### src/rtl/light_pattern_engine_pkg.sv
// Shared definitions for the light pattern engine.
// Holds the engine state encoding, the pattern mode encoding and the helper
// that turns a speed code into a divider reload value.
package light_pattern_engine_pkg;

  typedef enum logic [1:0] {
    ST_IDLE  = 2'd0,
    ST_RUN   = 2'd1,
    ST_PAUSE = 2'd2
  } state_t;

  typedef enum logic [1:0] {
    MODE_ROTATE = 2'd0,
    MODE_BOUNCE = 2'd1,
    MODE_COUNT  = 2'd2,
    MODE_LFSR   = 2'd3
  } mode_t;

  // The divider counts from (speed+1)*div_step-1 down to 0, so one tick
  // interval is exactly (speed+1)*div_step clock cycles.
  function automatic logic [31:0] tick_reload(input logic [3:0]  speed,
                                              input int unsigned div_step);
    return ((32'(speed) + 32'd1) * div_step) - 32'd1;
  endfunction

endpackage

### src/rtl/light_pattern_engine_tick_div.sv
// pattern_tick_div: reloadable down-counter that paces the pattern engine.
// Ports:
//   Clk, Rst : clock and synchronous active-high reset
//   load     : load the reload value for the current Speed
//   enable   : count this cycle (held when low)
//   Speed    : 4-bit speed code, sampled only when the counter (re)loads
//   tick     : high while enabled and the counter is at zero
module pattern_tick_div
  import light_pattern_engine_pkg::*;
#(
  parameter int unsigned DIV_STEP = 6250000,
  parameter int          DIV_BITS = 27
) (
  input  logic       Clk,
  input  logic       Rst,
  input  logic       load,
  input  logic       enable,
  input  logic [3:0] Speed,
  output logic       tick
);

  logic [DIV_BITS-1:0] count;
  logic [DIV_BITS-1:0] reload;

  assign reload = DIV_BITS'(tick_reload(Speed, DIV_STEP));

  // Terminal count only matters while enabled, so a held count of zero
  // during a pause does not produce a tick.
  assign tick = enable && (count == '0);

  // Speed is sampled only here, on a load or on the terminal-count reload,
  // so a speed change never shortens or stretches the interval in progress.
  always_ff @(posedge Clk) begin
    if (Rst) begin
      count <= '0;
    end else if (load) begin
      count <= reload;
    end else if (enable) begin
      if (count == '0) begin
        count <= reload;
      end else begin
        count <= count - DIV_BITS'(1);
      end
    end
  end

endmodule

### src/rtl/light_pattern_engine.sv
// light_pattern_engine: speed-selectable LED pattern generator with
// run/pause control.
// Ports:
//   Clk, Rst : clock and synchronous active-high reset
//   Speed    : tick rate select, 0 fastest .. 15 slowest
//   Mode     : 0 rotate, 1 bounce, 2 count, 3 LFSR (latched at start)
//   Begin    : level, high runs the engine, low returns it to idle
//   Play     : one-cycle pulse toggling run/pause
//   out      : registered WIDTH-bit pattern
//   Step     : one-cycle pulse on the edge where out advances
//   Running  : high while in the run state
module light_pattern_engine
  import light_pattern_engine_pkg::*;
#(
  parameter int              WIDTH     = 8,
  parameter int unsigned     DIV_STEP  = 6250000,
  parameter int              DIV_BITS  = 27,
  parameter logic [WIDTH-1:0] LFSR_TAPS = WIDTH'(8'hB8)
) (
  input  logic             Clk,
  input  logic             Rst,
  input  logic [3:0]       Speed,
  input  logic [1:0]       Mode,
  input  logic             Begin,
  input  logic             Play,
  output logic [WIDTH-1:0] out,
  output logic             Step,
  output logic             Running
);

  state_t           state;
  mode_t            mode_q;
  logic             bounce_right;
  logic [WIDTH-1:0] next_out;
  logic             next_right;
  logic [WIDTH-1:0] seed;
  logic             div_load;
  logic             div_enable;
  logic             tick;

  // The divider loads on the start edge and only counts in RUN when neither
  // a stop nor a pause is requested, so it holds through the pause cycle.
  assign div_load   = (state == ST_IDLE) && Begin;
  assign div_enable = (state == ST_RUN) && Begin && !Play;

  pattern_tick_div #(
    .DIV_STEP(DIV_STEP),
    .DIV_BITS(DIV_BITS)
  ) u_tick_div (
    .Clk   (Clk),
    .Rst   (Rst),
    .load  (div_load),
    .enable(div_enable),
    .Speed (Speed),
    .tick  (tick)
  );

  assign seed = (mode_t'(Mode) == MODE_COUNT) ? '0 : WIDTH'(1);

  // Bounce turns around on the edge that leaves an endpoint, so each
  // endpoint is displayed for exactly one step.
  always_comb begin
    next_out   = out;
    next_right = bounce_right;
    case (mode_q)
      MODE_ROTATE: next_out = {out[WIDTH-2:0], out[WIDTH-1]};
      MODE_BOUNCE: begin
        if (!bounce_right) begin
          if (out[WIDTH-1]) begin
            next_out   = out >> 1;
            next_right = 1'b1;
          end else begin
            next_out = out << 1;
          end
        end else begin
          if (out[0]) begin
            next_out   = out << 1;
            next_right = 1'b0;
          end else begin
            next_out = out >> 1;
          end
        end
      end
      MODE_COUNT: next_out = out + WIDTH'(1);
      MODE_LFSR: begin
        if (out == '0) begin
          next_out = WIDTH'(1);
        end else begin
          next_out = (out >> 1) ^ (out[0] ? LFSR_TAPS : '0);
        end
      end
      default: next_out = out;
    endcase
  end

  // Control FSM with registered outputs. Begin low wins over Play and over
  // a tick; Play wins over a tick.
  always_ff @(posedge Clk) begin
    if (Rst) begin
      state        <= ST_IDLE;
      mode_q       <= MODE_ROTATE;
      bounce_right <= 1'b0;
      out          <= '0;
      Step         <= 1'b0;
      Running      <= 1'b0;
    end else begin
      Step <= 1'b0;
      case (state)
        ST_IDLE: begin
          out     <= '0;
          Running <= 1'b0;
          if (Begin) begin
            mode_q       <= mode_t'(Mode);
            bounce_right <= 1'b0;
            out          <= seed;
            Running      <= 1'b1;
            state        <= ST_RUN;
          end
        end
        ST_RUN: begin
          if (!Begin) begin
            out     <= '0;
            Running <= 1'b0;
            state   <= ST_IDLE;
          end else if (Play) begin
            Running <= 1'b0;
            state   <= ST_PAUSE;
          end else if (tick) begin
            out          <= next_out;
            bounce_right <= next_right;
            Step         <= 1'b1;
          end
        end
        ST_PAUSE: begin
          if (!Begin) begin
            out     <= '0;
            Running <= 1'b0;
            state   <= ST_IDLE;
          end else if (Play) begin
            Running <= 1'b1;
            state   <= ST_RUN;
          end
        end
        default: begin
          out     <= '0;
          Running <= 1'b0;
          state   <= ST_IDLE;
        end
      endcase
    end
  end

endmodule

### config.mk
export PLATFORM = sky130hd
export DESIGN_NAME = light_pattern_engine
export DESIGN_NICKNAME = d
export VERILOG_FILES = /design/src/rtl/light_pattern_engine_pkg.sv /design/src/rtl/light_pattern_engine_tick_div.sv /design/src/rtl/light_pattern_engine.sv
export SDC_FILE = /design/constraint.sdc
export NUM_CORES = 1
export LEC_CHECK = 0
export ABC_AREA = 1
export BUFFER_PORTS_ARGS = -buffer_cell sky130_fd_sc_hd__buf_2
export CAP_MARGIN = 0
export CORE_MARGIN = 5
export CORE_UTILIZATION = 65
export DETAILED_ROUTE_END_ITERATION = 7
export HOLD_SLACK_MARGIN = 0.12
export MAX_ROUTING_LAYER = met4
export PLACE_DENSITY = 0.83
export SLEW_MARGIN = 20
export SYNTH_ARGS = -nofsm -noshare
export SYNTH_HDL_FRONTEND = slang
export SYNTH_SLANG_ARGS = --single-unit
### constraint.sdc
create_clock -name Clk -period 8.95 [get_ports Clk]
set_input_delay 1.79 -clock Clk [delete_from_list [all_inputs] [get_ports Clk]]
set_output_delay 1.79 -clock Clk [all_outputs]
set_load 0.02 [all_outputs]
* Word-level counts from Yosys, hierarchy flattened *
Cells that the tools add are included.

cells by class
  add/subtract/negate cells = 4
  multiply operators = 1
  eq/ne operators = 16
  muxes and demuxes = 38
  bitwise operators = 3
  reductions and logical operators = 17

operators with widths
  operator                                             number
  two-way mux 27 bit                                   3
  two-way mux 8 bit                                    9
  subtractor 27 x 1 -> 27 bit, second input constant   2
  multiplier 32 x 19 -> 23 bit, second input constant  1
  case mux 8 bit (4 select lines)                      1
  zero test 27 bit                                     1
  case mux 8 bit (3 select lines)                      1
  two-way mux 1 bit                                    16
  inequality test 3 bit, second input constant         4
  two-way mux 2 bit                                    5
  inequality test 2 bit, second input constant         5
  adder 8 x 1 -> 8 bit, second input constant          1
  == test 2 bit, second input constant                 4
  zero test 8 bit                                      1
  bitwise XOR 7 x 8 -> 8 bit                           1
  case mux 2 bit (3 select lines)                      1
  AND reduction 3 bit                                  2
  AND reduction 6 bit                                  1
  adder 4 x 1 -> 5 bit, second input constant          1
  == test 2 x 1 -> 1 bit, second input constant        2
  logical AND 1 bit                                    4
  zero test 2 bit                                      2
  AND reduction 2 bit                                  2
  nonzero test 2 bit                                   2
  6 further kinds                                      7

storage, ports and cells
  register bits after elaboration = 42
  input port bits = 10
  output and inout bits = 10
  logic and storage cells = 86

* Longest topological paths before layout *
Gate-level depths: netlist (run 1).

  depth after elaboration = 8
  depth in mapped cells = 23
  depth with buffers taken out = 23

* Hierarchy *
A second synthesis (run 1) with hierarchy kept.

unflattened totals
  cells, all modules = 774
  area, all modules = 5026.1 µm²

modules (own cells, without submodules)
  module                instances  cells each  area each (µm²)  sequential area each (µm²)
  pattern_tick_div      1          575         3781.1           540.5
  light_pattern_engine  1          199         1244.9           300.3

* Worst setup path before layout (run 1) *
Ideal clock, no wire load.

  path kind = input -> register
  from = in Speed[0]
  to = reg u_tick_div.count[25]
  library setup time = 0.066 ns
  arrival = 5.403 ns
  required time = 8.884 ns
  slack = 3.481 ns
  stages = 20
  buffers on the path = 0
  cell sequence = ha_1 -> xor2_1 -> inv_1 -> fa_1 -> fa_1 -> inv_1 -> fa_1 -> ha_1 -> nand2_1 -> nor2_1 -> nand3_1 -> nand3_1 -> nand2_1 -> nand2_1 -> nand2_1 -> nor2_2 -> nand2_1 -> nand2_1 -> nand3_1 -> a21oi_2

between the ends
  cells in the longest elaborated chain, start to end = 6

RTL lines
  element                           RTL line                             text
  from (decl)                       light_pattern_engine.sv:22           input logic [3:0] Speed,
  adder 4 x 1 -> 5 bit (*)          light_pattern_engine_pkg.sv:23       return ((32'(speed) + 32'd1) * div_step) - 32'd1;
  multiplier 32 x 19 -> 23 bit (*)  light_pattern_engine_pkg.sv:23
  subtractor 27 x 1 -> 27 bit (*)   light_pattern_engine_pkg.sv:23
  two-way mux 27 bit                light_pattern_engine_tick_div.sv:39  if (count == '0) begin
  two-way mux 27 bit                light_pattern_engine_tick_div.sv:38  end else if (enable) begin
  two-way mux 27 bit (*)            light_pattern_engine_tick_div.sv:36  end else if (load) begin
  to (signal assigned)              light_pattern_engine_tick_div.sv:37  count <= reload;
  to (signal assigned)              light_pattern_engine_tick_div.sv:40  count <= reload;
  to (signal assigned)              light_pattern_engine_tick_div.sv:42  count <= count - DIV_BITS'(1);
  to (decl)                         light_pattern_engine_tick_div.sv:22  logic [DIV_BITS-1:0] count;

Mark *: on every way between the ends. The rest lies on a longest branch, timed or not. The select of a mux whose other input is x is not followed.
A chain may end at the register's enable or synchronous reset.

* Final worst setup path (run 1) *
  from = in Speed[0]
  to = reg u_tick_div.count[26]

The elaborated chain is that of the path after synthesis.

==> results of run 1 <==
synthesized netlist by cell type (6+ instances only):
master | n | share of area, %
nor3_1 | 7 | 0.69
nor2_1 | 70 | 5.1
o211ai_1 | 8 | 1.2
nand2_1 | 174 | 13
xnor2_1 | 10 | 1.7
ha_1 | 45 | 11
xor2_1 | 13 | 2.2
nor2_2 | 9 | 1.1
fa_1 | 17 | 6.7
dfxtp_1 | 42 | 16
nand2_2 | 10 | 1.2
inv_1 | 120 | 8.8
nand3_1 | 60 | 5.9
o21ai_1 | 10 | 0.98
a21oi_1 | 61 | 6.0
clkbuf_1 | 9 | 0.66
a31oi_1 | 6 | 0.73
nand4_1 | 19 | 2.3
o21ai_0 | 63 | 6.2
cell families (layout without fill, tap and decap cells):
| family | count (synthesis) | after routing |
|---|---|---|
| AO/OA/AOI/OAI | 167 | 167 |
| XOR/XNOR | 23 | 23 |
| adder cells (fa/ha/maj) | 62 | 62 |
| buffers and inverters | 141 | 152 |
| flip-flops | 42 | 42 |
| AND/OR/NAND/NOR | 370 | 370 |
how the worst max path moves through the flow:
| stage | start | end | slack (ps) | cells past startpoint |
|---|---|---|---|---|
| 2_1_floorplan | Speed[0] | u_tick_div.count[25] | 3480 | 20 |
| 3_3_place_gp | Speed[0] | u_tick_div.count[26] | 2530 | 20 |
| 3_5_place_dp | Speed[0] | u_tick_div.count[26] | 2380 | 20 |
| 4_1_cts | Speed[0] | u_tick_div.count[26] | 2700 | 20 |
| 5_1_grt | Speed[0] | u_tick_div.count[26] | 2260 | 20 |
| 6_report | Speed[0] | u_tick_div.count[26] | 2720 | 20 |
worst register-to-register path: cells and delay by family, from the launching register on:
kind,cells,cell delay (ps)
AO/OA/AOI/OAI,2,440
buffers and inverters,2,590
flip-flops,1,340
AND/OR/NAND/NOR,5,810
flip-flops by register name (all words and copies together), names as in the netlist:
signal and flops:
u_tick_div.count 27, out 8, bounce_right 1, mode_q 2, Step 1, state 2
Running 1
per-stage QoR:
stage / hold slack, ps / instances / total power, W / area (µm²) / setup slack, ps
2_1_floorplan: 464 / 805 / 0.000840 / 5110 / 3480
3_3_place_gp: 453 / 910 / 0.000985 / 5250 / 2530
3_5_place_dp: 464 / 910 / 0.00101 / 5250 / 2380
4_1_cts: 476 / 918 / 0.00116 / 5360 / 2700
5_1_grt: 510 / 918 / 0.00129 / 5360 / 2260
6_report: 472 / 918 / 0.00118 / 5360 / 2720
placed cells by master (no fill, tap or decap), drive strengths merged, types with 9 or more instances in the layout:
cell type  Yosys  layout
nand4         19      19
xor2          13      13
buf            7      19
nand3         64      64
a21oi         63      63
nor2          81      81
o211ai         9       9
xnor2         10      10
inv          125     125
o21ai         75      75
ha            45      45
nor3          10      10
fa            17      17
dfxtp         42      42
nand2        185     185
where the power goes:
group          internal, W  switching [W]  total [W]  leakage, nW
clock network    0.0000833      0.0000708   0.000154       0.0514
registers         0.000206      0.0000279   0.000234        0.346
logic             0.000266       0.000521   0.000787         2.23
routing by layer:
metal	vias up	part of all wire (%)	GRT usage, %
li1	2663	-	-
met3	37	7.0	3.26
met4	0	4.0	12.1
met5	-	0	-
met2	225	46	46.7
met1	2478	43	36.6
area by class of cell:
cell class                 count  area (µm²)  area share, %
clock buffer                   6        72.6           1.35
clock inverter                 2        37.5          0.700
inverter                     125         469           8.76
multi-input combinational    622        3720           69.3
sequential                    42         841           15.7
tap                          102         128           2.38
timing repair buffer          19        95.1           1.77
==> results.json, run 1 <==
{
  "status": "finished, final reports clean",
  "worstHoldEndpoint": "Running",
  "final.period_utilization_pct": 69.6,
  "worstReg2RegStart": "state[0]",
  "hold_depth": 2,
  "io_pins": 20,
  "hold_viol": 0,
  "cp.required_ps": 9190,
  "synth_warnings": 0,
  "grt_max_degree": 47,
  "syn-cell-area_um2": 5110,
  "wl_per_cell_um": 14.8,
  "yosys.area_share.simple_pct": 33.0,
  "tritoncts": "built",
  "max-vdd-ir-drop_mv": 0.173,
  "die-area_um2": 9730,
  "h-tree-depth": 2,
  "synth_seq_cells": 42,
  "ctsRootBufferMaster": "clkbuf_8",
  "path_clk_slew_ps": 80,
  "setup_viol": 0,
  "crit_slowest_cell": "xor2_1",
  "num_vias": 5403,
  "core_area_um2": 7690,
  "timing.setup.tns_ps": 0,
  "postSynthAreaPerCell_um2": 6.35,
  "holdBufCountCts": 0,
  "leakagePower_nw": 2.63,
  "ant_nets": 0,
  "start_util_pct": 66.5,
  "fillCellCount": 703,
  "synthCells": 805,
  "clkLatencyLatePin_ps": 310,
  "avgViaCountPerCell": 5.89,
  "drive_above_1_share_pct": 8.46,
  "row_count": 32,
  "hpwl_mm": 10.7,
  "drv_cap": 0,
  "min-delay-start": "Running",
  "grt_pass1_wl_mm": 22.8,
  "slowest_delay_ps": 700,
  "crit_path_end_kind": "flip-flop",
  "timing.fmax_mhz": 161,
  "synth-xor-area-share_pct": 3.94,
  "cp_cell_sequence": "buf_2 -> nand3_1 -> xor2_1 -> fa_1 -> fa_1 -> inv_1 -> fa_1 -> ha_1 -> nand2_1 -> nor2_1 -> nand3_1 -> nand3_1 -> nand2_1 -> nand2_1 -> nand2_1 -> nor2_2 -> nand2_1 -> nand2_1 -> nand3_1 -> a21oi_1",
  "nNetsFinal": 887,
  "drtPass1Iterations": 5,
  "cts_buffers": 5,
  "synthFlopType": "dfxtp_1",
  "synthAdderAreaFrac_pct": 17.7,
  "cp-start-kind": "input port",
  "tightest_slew_ps": 882,
  "wl_mm": 13.6,
  "grt_pass1_vias": 5034,
  "slew-limit-headroom_pct": 41.0,
  "cts.path.max_buffers": 2,
  "cts_resized": 0,
  "rr_worst_depth": 9,
  "crit_top_cell": "nand2_1",
  "post_cts_buffers": 0,
  "grt_antenna_before_repair": 0,
  "drv_slew": 0,
  "r2r_slack_ps": 6680,
  "reg2reg_to": "u_tick_div.count[22]",
  "synth_top_family_by_area": "simple AND/OR/NAND/NOR gates",
  "cp_top_family": "adder cells",
  "synth_edf_count": 0,
  "synth_fp_nets": 877,
  "synth_cell_types": 48,
  "period_needed_ps": 6230,
  "rsz0062_at_grt": "no",
  "cp.arrival_ps": 6470,
  "drt_drc_violations_left": 0,
  "antenna_cells": 0,
  "final_core_util_pct": 69.7,
  "path_buf_inv": 2,
  "grt_use_total_pct": 28.8,
  "die_w_um": 98.7,
  "cts.sinks": 42,
  "area_growth_pct": 4.87,
  "yosysSeqAreaShare_pct": 16.5,
  "critical_path_class": "in -> reg",
  "overflow": 0,
  "async_flop_share_pct": 0,
  "powerDensity_nw_per_um2": 219,
  "synth-compound-area-share_pct": 18.1,
  "finClkSkew_ps": 17.0,
  "die_h_um": 98.7,
  "crit_fanout": 8,
  "hold_class": "reg -> reg",
  "gp_congestion": 0.992,
  "portBuffers": 19,
  "synth_mux_area_share_pct": 0,
  "drtIter0Drc": 425
}
Note: power is estimated with default switching activity, not from simulation.
==> run 2: changes to the inputs <==
Settings changed: CORE_UTILIZATION 65 to 64, PLACE_DENSITY 0.83 to 0.82.
Clock period 8.95 ns to 6 ns, I/O delays scaled along.
==> results.json, run 2 (synthesized netlist as in run 1, its figures left out) <==
{
  "powerDensity_nw_per_um2": 335,
  "finClkSkew_ps": 15.4,
  "grt_pass1_vias": 5035,
  "worstHoldEndpoint": "Running",
  "cts.path.max_buffers": 2,
  "start_util_pct": 65.8,
  "drive_above_1_share_pct": 8.69,
  "reg2reg_to": "u_tick_div.count[22]",
  "slew-limit-headroom_pct": 46.9,
  "reg_top3": "u_tick_div.count: 27 flops, out: 8 flops",
  "drv_cap": 0,
  "worstReg2RegStart": "state[0]",
  "r2r_slack_ps": 3650,
  "p_int_w": 0.000885,
  "dp_slack_ps": 305,
  "hold_viol": 0,
  "portBuffers": 19,
  "drtPass1Iterations": 5,
  "cp.required_ps": 6220,
  "cp.arrival_ps": 5690,
  "grt_antenna_before_repair": 0,
  "io_pins": 20,
  "cts_resized": 0,
  "core_area_um2": 7770,
  "cp-start-kind": "input port",
  "area_growth_pct": 5.66,
  "path_clk_slew_ps": 80,
  "grt_util_met1_pct": 37.0,
  "die_h_um": 99.4,
  "hold_depth": 2,
  "tritoncts": "built",
  "grt_use_total_pct": 29.3,
  "final_cell_mix": "nand2_1, inv_1, nor2_1, o21ai_0, a21oi_1",
  "tightest_slew_ps": 796,
  "wl_mm": 13.6,
  "top_register": "u_tick_div.count",
  "hpwl_mm": 10.8,
  "cts.sinks": 42,
  "grt_pass1_wl_mm": 23.3,
  "antenna_cells": 0,
  "largest_reg_flops": 27,
  "nNetsFinal": 888,
  "grt.met3_usage_pct": 3.79,
  "crit_path_end_kind": "flip-flop",
  "num_vias": 5306,
  "clockPowerShare_pct": 15.5,
  "crit_fanout": 8,
  "switching_share_pct": 51.0,
  "min-delay-start": "Running",
  "p_comb_share_pct": 65.2,
  "avgViaCountPerCell": 5.77,
  "wl_per_cell_um": 14.8,
  "rr_worst_depth": 9,
  "drtIter0Drc": 334,
  "final_common_cell": "nand2_1",
  "row_count": 32,
  "status": "finished, final reports clean",
  "h-tree-depth": 2,
  "ctsRootBufferMaster": "clkbuf_8",
  "period_needed_ps": 5470,
  "post_cts_buffers": 0,
  "final.period_utilization_pct": 91.2,
  "drv_slew": 0,
  "switchingPower_w": 0.000922,
  "rsz0062_at_grt": "no",
  "timing.fmax_mhz": 183,
  "cts_buffers": 5,
  "clkLatencyLatePin_ps": 300,
  "critical_path_class": "in -> reg",
  "setup_slack_ps": 530,
  "overflow": 0,
  "drt_drc_violations_left": 0,
  "leakagePower_nw": 2.65,
  "die-area_um2": 9870,
  "setup_viol": 0,
  "gp_congestion": 1.01,
  "max-vdd-ir-drop_mv": 0.242,
  "hold_class": "reg -> reg",
  "grt_max_degree": 47,
  "timing.setup.tns_ps": 0,
  "met2_usage_pct": 47.6,
  "die_w_um": 99.4,
  "seq_power_share_pct": 19.4,
  "ant_nets": 0,
  "holdBufCountCts": 0,
  "grt.busiest_layer": "met2"
}
[run 2: changes by cell type in the layout (fill, tap and decap cells not counted), sizes merged]
cell,previous run,this run
buf,19,20
bufinv,1,2
clkinvlp,1,0
[run 2: how the worst max path moves through the flow]
stage                         from                   end  slack [ps]
after CTS                 Speed[0]  u_tick_div.count[25]         550
after floorplan           Speed[0]  u_tick_div.count[25]        1120
after global routing      Speed[0]  u_tick_div.count[25]         110
after global placement    Speed[0]  u_tick_div.count[25]         400
final                     Speed[0]  u_tick_div.count[25]         530
after detailed placement  Speed[0]  u_tick_div.count[25]         310
[run 2: worst max-delay path, stage by stage]
cell,delay (ps)
buf_2,220
ha_1,260
xor2_1,420
inv_1,210
fa_1,540
fa_1,510
inv_1,70
fa_1,490
ha_1,440
nand2_1,140
nor2_1,160
nand3_1,120
nand3_1,80
nand2_1,50
nand2_1,100
nand2_1,90
nor2_2,180
nand2_1,80
nand2_1,60
nand3_1,100
a21oi_2,160
[run 2: cell type report]
cell class	instances	area [µm²]
clock buffer	6	82.6
clock inverter	2	60.1
tap	102	128
timing repair buffer	20	103
inverter	125	469
sequential	42	841
multi-input combinational	622	3720
fill	697	2370
[run 2: metrics by stage]
step / total power [W] / util [%] / instances / hold WS [ps] / area, µm²
5_1_grt: 0.00198 / 69.5 / 919 / 502 / 5400
3_5_place_dp: 0.00151 / 67.7 / 911 / 457 / 5260
4_1_cts: 0.00179 / 69.5 / 919 / 471 / 5400
2_1_floorplan: 0.00125 / - / 805 / 464 / 5110
3_3_place_gp: 0.00148 / 67.7 / 911 / 452 / 5260
6_report: 0.00181 / 69.5 / 919 / 466 / 5400
[run 2: layer usage]
| metal | wire [µm] | vias to the layer above |
|---|---|---|
| met2 | 6360 | 203 |
| li1 | - | 2662 |
| met3 | 900 | 43 |
| met1 | 5830 | 2398 |
| met5 | 0 | - |
| met4 | 498 | 0 |
[run 2: power groups by stage]
stage	logic [W]	clock network, W	registers, W
after floorplan	0.000908	0	0.000345
after global placement	0.00113	0	0.000352
after detailed placement	0.00116	0	0.000354
after CTS	0.00116	0.000280	0.000348
after global routing	0.00134	0.000291	0.000354
final	0.00118	0.000279	0.000350
==> run 3: changes to the inputs <==
Settings changed: CORE_ASPECT_RATIO set to 1.75, SLEW_MARGIN 20 to 10.
==> results.json, run 3 (synthesized netlist as in run 1, its figures left out) <==
{
  "row_count": 43,
  "rsz0062_at_grt": "no",
  "cts_buffers": 5,
  "drt_drc_violations_left": 0,
  "crit_path_end_kind": "flip-flop",
  "post_cts_buffers": 0,
  "grt_antenna_before_repair": 0,
  "cts_resized": 0,
  "die_h_um": 128,
  "stdcell_count": 907,
  "worst-path-stages": 20,
  "antenna_cells": 0,
  "drtPass1Iterations": 6,
  "leakagePower_nw": 2.65,
  "grt_max_degree": 47,
  "grt_pass1_wl_mm": 24.5,
  "crit_slowest_cell": "fa_1",
  "grt_pass1_vias": 5333,
  "slowest_delay_ps": 540,
  "drv_slew": 0,
  "avgViaCountPerCell": 5.88,
  "nNetsFinal": 888,
  "die_w_um": 77.5,
  "slew-limit-headroom_pct": 45.2,
  "ctsRootBufferMaster": "clkbuf_16",
  "portBuffers": 19,
  "num_vias": 5336,
  "place_inst": 899,
  "core_area_um2": 7860,
  "finClkSkew_ps": 5.42,
  "path_clk_slew_ps": 60,
  "path_buf_inv": 3,
  "fin_area_um2": 5390,
  "period_needed_ps": 5420,
  "die-area_um2": 9940,
  "cp.required_ps": 6220,
  "io_pins": 20,
  "tritoncts": "built",
  "ant_nets": 0,
  "cp-start-kind": "input port",
  "top_register": "u_tick_div.count",
  "start_util_pct": 65.1,
  "drtIter0Drc": 328,
  "cts.sinks": 42,
  "area_growth_pct": 5.46,
  "final_common_cell": "nand2_1",
  "crit_fanout": 8,
  "cp.arrival_ps": 5640,
  "overflow": 0,
  "hold_viol": 0,
  "drive_above_1_share_pct": 8.57,
  "status": "finished, final reports clean",
  "max-vdd-ir-drop_mv": 0.281,
  "fin_total_pwr_w": 0.00179,
  "hpwl_mm": 11.9,
  "whs_ps": 471,
  "clkLatencyLatePin_ps": 290,
  "largest_reg_flops": 27,
  "wl_mm": 14.8,
  "drv_cap": 0,
  "gp_congestion": 1.02,
  "wl_per_cell_um": 16.3,
  "holdBufCountCts": 0,
  "hold_class": "reg -> reg",
  "critical_path_class": "in -> reg",
  "rr_worst_depth": 10,
  "cp_cell_sequence": "buf_2 -> ha_1 -> xor2_1 -> inv_1 -> fa_1 -> fa_1 -> inv_1 -> fa_1 -> ha_1 -> nand2_1 -> nor2_1 -> and2_1 -> nand2_1 -> nand3_1 -> nand3_1 -> nor2_2 -> nand2_1 -> nand2_1 -> nand3_1 -> a21oi_2",
  "cp_top_family": "adder cells",
  "powerDensity_nw_per_um2": 333,
  "hold_depth": 2,
  "place_area_um2": 5240,
  "timing.setup.tns_ps": 0,
  "grt_use_total_pct": 31.6,
  "reg_top3": "u_tick_div.count: 27 flops, out: 8 flops",
  "final.period_utilization_pct": 90.3,
  "timing.fmax_mhz": 185,
  "final_cell_mix": "nand2_1, inv_1, nor2_1, o21ai_0, a21oi_1",
  "h-tree-depth": 2,
  "cts.path.max_buffers": 2,
  "crit_top_cell": "nand2_1",
  "setup_viol": 0,
  "tightest_slew_ps": 820
}
run 3: cell count changes in the layout (fill, tap and decap cells not counted):
cell       before  now
clkbuf_16       0    5
clkinv_2        0    1
clkbuf_1        0    1
bufinv_16       2    0
clkbuf_8        6    1
run 3: layer usage:
layer | share of wire, % | GRT usage [%] | wire, µm | vias to the layer above
met5 | 0 | - | 0 | -
met1 | 33 | 26.7 | 4860 | 2419
met2 | 57 | 62.1 | 8380 | 172
li1 | - | - | - | 2672
met4 | 7.5 | 22.7 | 1120 | 0
met3 | 3.0 | 2.46 | 446 | 73
run 3: path summary, 6_finish.rpt:
path,to,slack [ps],startpoint
worst max register to register,u_tick_div.count[26],3760,u_tick_div.count[0]
worst min-delay path,Running,470,Running
worst min register to register,Running,470,Running
worst max-delay path,u_tick_div.count[25],580,Speed[0]
run 3: worst register-to-register path, cell delays in order (launching register included):
cell and delay [ps]:
dfxtp_1 330, inv_1 90, ha_1 190, nand3_1 120
nor3_2 460, nand4_1 340, o21ai_0 240, nand2_1 60
o21ai_0 160, inv_1 60, a21oi_1 120
run 3: power breakdown:
group          internal [W]  switching [W]  leakage (nW)
combinational      0.000401       0.000768          2.23
clock              0.000165       0.000108        0.0739
sequential         0.000308      0.0000420         0.346
run 3: stage by stage:
stage               util, %  worst slack (ps)
detailed placement     66.7               298
finish                 68.6               581
global placement       66.7               409
global route           68.6               193
floorplan                 -              1120
CTS                    68.6               590
run 3: area by class of cell:
cell class                      instances  area (µm²)
Tap cell                               90         113
Multi-Input combinational cell        622        3720
Inverter                              125         469
Clock inverter                          1        5.00
Sequential cell                        42         841
Clock buffer                            7         143
Timing Repair Buffer                   20         103
Fill cell                             700        2470
